### src/rtl/mod_arith_pkg.sv
// rtl/mod_arith_pkg.sv - shared widths, types and modulus for the modular arithmetic datapath
package mod_arith_pkg;

    localparam int COEFF_W = 23;

    typedef logic [COEFF_W-1:0] coeff_t;
    typedef logic [COEFF_W:0]   coeff_ext_t;

    localparam coeff_t Q_DILITHIUM = 23'h7FE001;

endpackage

### src/rtl/mod_add_reduce.sv
// rtl/mod_add_reduce.sv - single conditional subtraction of q from a W+1-bit sum
module mod_add_reduce
    import mod_arith_pkg::*;
(
    input  coeff_ext_t s,
    input  coeff_t     q,
    output coeff_t     c
);

    coeff_ext_t q_ext;
    coeff_ext_t diff;

    // One subtraction only: operands >= q are not fully reduced, the result is just truncated
    always_comb begin
        q_ext = {1'b0, q};
        diff  = s - q_ext;
        c     = (s >= q_ext) ? diff[COEFF_W-1:0] : s[COEFF_W-1:0];
    end

endmodule

### src/rtl/mod_add_pipe.sv
// rtl/mod_add_pipe.sv - two-stage streaming modular adder with valid/ready backpressure
module mod_add_pipe
    import mod_arith_pkg::*;
(
    input  logic               clk_i,
    input  logic               rst_i,
    input  logic               valid_i,
    output logic               ready_o,
    input  logic [COEFF_W-1:0] a_i,
    input  logic [COEFF_W-1:0] b_i,
    input  logic [COEFF_W-1:0] q_i,
    output logic               valid_o,
    input  logic               ready_i,
    output logic [COEFF_W-1:0] c_o
);

    logic       s1_v_q;
    coeff_ext_t s1_sum_q;
    coeff_t     s1_q_q;
    coeff_ext_t s1_sum_d;

    logic       s2_v_q;
    coeff_t     s2_c_q;
    coeff_t     s2_c_d;

    logic       en1;
    logic       en2;

    // Stage enables: a stage advances when it is empty or the stage after it is moving,
    // which collapses bubbles and lets a full pipe accept and drain in the same cycle
    always_comb begin
        en2      = !s2_v_q || ready_i;
        en1      = !s1_v_q || en2;
        ready_o  = en1 && !rst_i;
        s1_sum_d = {1'b0, a_i} + {1'b0, b_i};
    end

    mod_add_reduce u_reduce (
        .s (s1_sum_q),
        .q (s1_q_q),
        .c (s2_c_d)
    );

    // Stage registers; reset discards everything in flight
    always_ff @(posedge clk_i) begin
        if (rst_i) begin
            s1_v_q   <= 1'b0;
            s1_sum_q <= '0;
            s1_q_q   <= '0;
            s2_v_q   <= 1'b0;
            s2_c_q   <= '0;
        end else begin
            if (en1) begin
                s1_v_q   <= valid_i;
                s1_sum_q <= s1_sum_d;
                s1_q_q   <= q_i;
            end
            if (en2) begin
                s2_v_q <= s1_v_q;
                s2_c_q <= s2_c_d;
            end
        end
    end

    assign valid_o = s2_v_q;
    assign c_o     = s2_c_q;

endmodule

### config.mk
export PLATFORM = sky130hd
export DESIGN_NAME = mod_add_pipe
export DESIGN_NICKNAME = d
export VERILOG_FILES = /design/src/rtl/mod_arith_pkg.sv /design/src/rtl/mod_add_reduce.sv /design/src/rtl/mod_add_pipe.sv
export SDC_FILE = /design/constraint.sdc
export NUM_CORES = 1
export LEC_CHECK = 0
export CAP_MARGIN = 20
export CELL_PAD_IN_SITES_DETAIL_PLACEMENT = 0
export CELL_PAD_IN_SITES_GLOBAL_PLACEMENT = 1
export CORE_UTILIZATION = 39
export CTS_CLUSTER_DIAMETER = 100
export CTS_CLUSTER_SIZE = 28
export DETAILED_ROUTE_END_ITERATION = 8
export GPL_ROUTABILITY_DRIVEN = 0
export PLACE_DENSITY_LB_ADDON = 0.1
export SKIP_CTS_REPAIR_TIMING = 1
export SYNTH_ARGS = -nofsm -noshare
export SYNTH_HDL_FRONTEND = slang
export SYNTH_SLANG_ARGS = --single-unit
### constraint.sdc
create_clock -name clk_i -period 4 [get_ports clk_i]
set_input_delay 1.2 -clock clk_i [delete_from_list [all_inputs] [get_ports clk_i]]
set_output_delay 1.2 -clock clk_i [all_outputs]
set_load 0.05 [all_outputs]
==> results.ini <==
[placement]
dp_hpwl_microns = 10200
portBuffers = 97
placed_cell_area_sq_um = 6310
dpl.cell_count = 916

[run]
max_cap_viol_count = 0

[run_status]
outcome = completed

[power]
p_sw_frac = 0.349
vdd_drop_max_v = 0.000233
combPwrFrac = 0.408
clock_power_share = 0.297
p_int_mw = 1.97
p_leak_nw = 2.76
switchingPower_mw = 1.06
power.density_nw_per_um2 = 456
pwr-share-seq = 0.295

[die]
dieArea_sq_um = 13800
pin_count = 98
start_util = 0.406
fp.coreArea_sq_um = 12800
die_x_microns = 117
die_h_microns = 117
rows = 41

[clock_network]
cts_num_sinks = 72
clkLatencyLatePin_ps = 330
cts_tree = yes
path_clk_slew_ps = 60
root_buffer = clkbuf_16
cts.path.max_buffers = 2
numCtsBuffers = 9
h-tree-depth = 3

[setup_path]
crit_fanout = 3
cp.required_ps = 4240
cp-start-kind = primary input
cp.arrival_ps = 4040
endpoint_kind = register
critPathKind = in2reg

[yosys]
yosysSeqAreaShare = 0.278
ys_types = 76
synth-edff-count = 0
async_reset_ff_frac = 0
synth_cells = 666
syn_nets = 787
synthFlopType = dfxtp_1
ys_seq_elements = 72
netlist_area_sq_um = 5190
avgSynthCellArea_sq_um = 7.79
ys_warn_count = 0

[global_routing]
grt_overflow_total = 0
grt_pass1_vias = 4611
grtUsageTotal = 0.199
antenna_found_initial = 0
grt_max_degree = 65
grt_pass1_wl_microns = 22500

[layout]
drive_above_1_share = 0.0619
fin_area_sq_um = 6650
area_growth_pct = 28.2
fillers = 1266
stdcell_count = 931
final_nets = 876
n_antenna_cell = 0
register_area_sq_um = 1440
multiInputGateArea_sq_um = 3460

[timing]
slew_headroom = 0.538
tightestPinTransition_ps = 693
final.setup.tns_ps = 0
rsz0062_at_grt = false
setup_viol = 0
hold_viol_final = 0
fin_skew_ps = 8.12
maxSlewViolCount = 0
fin_crit_ps = 3800
fmax_ghz = 0.263
fin_crit_sh = 0.949

[drt]
viasPerCell = 5.34
drt_iter0_markers = 238
dr_total_vias = 4969
antenna_left = 0
drc = 0
routed_wl_microns = 13500
wl_per_cell_microns = 14.5
drt-pass1-iter-count = 4

[hold_path]
hold_class = reg2reg

[cells in the final DEF, fill, tap and decap left out, drive strengths merged, types with 4 or more instances in the layout]
cell	count
a21boi	4
o21ai	34
a211o	4
a211oi	20
xor2	6
inv	40
dfxtp	72
and2	4
xnor2	12
buf	13
nor3b	5
nand3	10
a31oi	9
nor4b	4
nor3	20
o311a	4
o31ai	5
clkbuf	12
a21oi	77
nor2b	7
nand2	108
o21a	11
ha	46
and3	6
o211ai	7
nand2b	6
a2111oi	4
or3	6
a21o	9
clkdlybuf4s50	95
o211a	4
nor2	41
mux2i	7
[final cells by class]
cell class                      instances  area share
Clock buffer                           12      0.0371
Clock inverter                          3      0.0136
Inverter                               40      0.0226
Multi-Input combinational cell        524       0.520
Sequential cell                        72       0.217
Tap cell                              172      0.0324
Timing Repair Buffer                  108       0.157
[per-layer routing]
metal,vias to the layer above,part of all wire,global-route usage
li1,2578,-,-
met1,2275,0.51,0.278
met2,106,0.45,0.320
met3,10,0.036,0.0238
met4,0,0.012,0.0584
met5,-,0,0
[per-stage QoR]
stage	power [mW]	util	worst slack (ps)	hold WS (ps)
2_1_floorplan	1.80	-	431	432
3_3_place_gp	2.12	0.494	-111	440
3_5_place_dp	2.14	0.494	-173	446
4_1_cts	3.06	0.520	167	454
5_1_grt	3.21	0.520	25.6	475
6_report	3.03	0.520	204	452
[worst paths after layout]
path	from	end	slack, ps	depth (start not counted)
max	a_i[0]	s1_sum_q[20]	200	11
min	s1_q_q[2]	s1_q_q[2]	450	2
max reg2reg	s1_sum_q[0]	c_o[21]	1040	12
min reg2reg	s1_q_q[2]	s1_q_q[2]	450	2
[registers in the layout (all words and copies together) (netlist names)]
| signal | cells |
|---|---|
| s1_sum_q | 24 |
| c_o | 23 |
| s1_q_q | 23 |
| s1_v_q | 1 |
| valid_o | 1 |
[logic make-up (layout without fill, tap and decap cells)]
logic type	count (synthesis)	in the layout	share of synthesized area
AO/OA/AOI/OAI	215	215	0.284
XOR/XNOR	18	18	0.0304
adder cells (fa/ha/maj)	48	48	0.119
buffers and inverters	70	163	0.0555
flip-flops	72	72	0.278
multiplexers	8	8	0.0157
AND/OR/NAND/NOR	235	235	0.218
[critical path, cell delays in order]
cell and delay (ps):
clkdlybuf4s50_1 400, ha_1 220, fa_1 410, a21o_1 170
a21o_1 200, a2111oi_4 400, o21ai_1 180, a221oi_2 320
a21oi_1 150, a211o_1 310, o221ai_1 70
[power by group through the flow]
| stage | logic [mW] | registers (mW) | clock network [mW] |
|---|---|---|---|
| 4_1_cts | 1.24 | 0.895 | 0.925 |
| 2_1_floorplan | 0.732 | 1.07 | 0 |
| 6_report | 1.24 | 0.895 | 0.903 |
| 3_5_place_dp | 1.23 | 0.909 | 0 |
| 3_3_place_gp | 1.22 | 0.905 | 0 |
| 5_1_grt | 1.35 | 0.908 | 0.956 |
[synth_stat cells, types with 3 or more instances]
master / n / area share
o211ai_1: 7 / 0.010
a21o_1: 9 / 0.013
o21a_1: 11 / 0.016
nor3b_1: 5 / 0.0072
nor2_1: 41 / 0.030
o31ai_1: 4 / 0.0058
nand4_1: 3 / 0.0036
o311a_1: 4 / 0.0077
a211o_1: 4 / 0.0068
xnor2_1: 12 / 0.020
or3_1: 6 / 0.0072
xor2_1: 6 / 0.010
nor4b_1: 4 / 0.0068
buf_1: 7 / 0.0051
a31oi_1: 9 / 0.011
dfxtp_1: 72 / 0.28
nand3_1: 10 / 0.0097
a211oi_1: 19 / 0.028
o211a_1: 4 / 0.0077
and3_1: 6 / 0.0072
and2_1: 4 / 0.0048
a21oi_1: 77 / 0.074
nor2b_1: 6 / 0.0072
nand2b_1: 6 / 0.0072
nor3_1: 19 / 0.018
inv_1: 40 / 0.029
clkbuf_1: 17 / 0.012
nand2_1: 108 / 0.078
o21ai_1: 3 / 0.0029
mux2i_1: 7 / 0.014
o21ai_0: 30 / 0.029
ha_1: 46 / 0.11
Power figures use the tool's default switching activity.
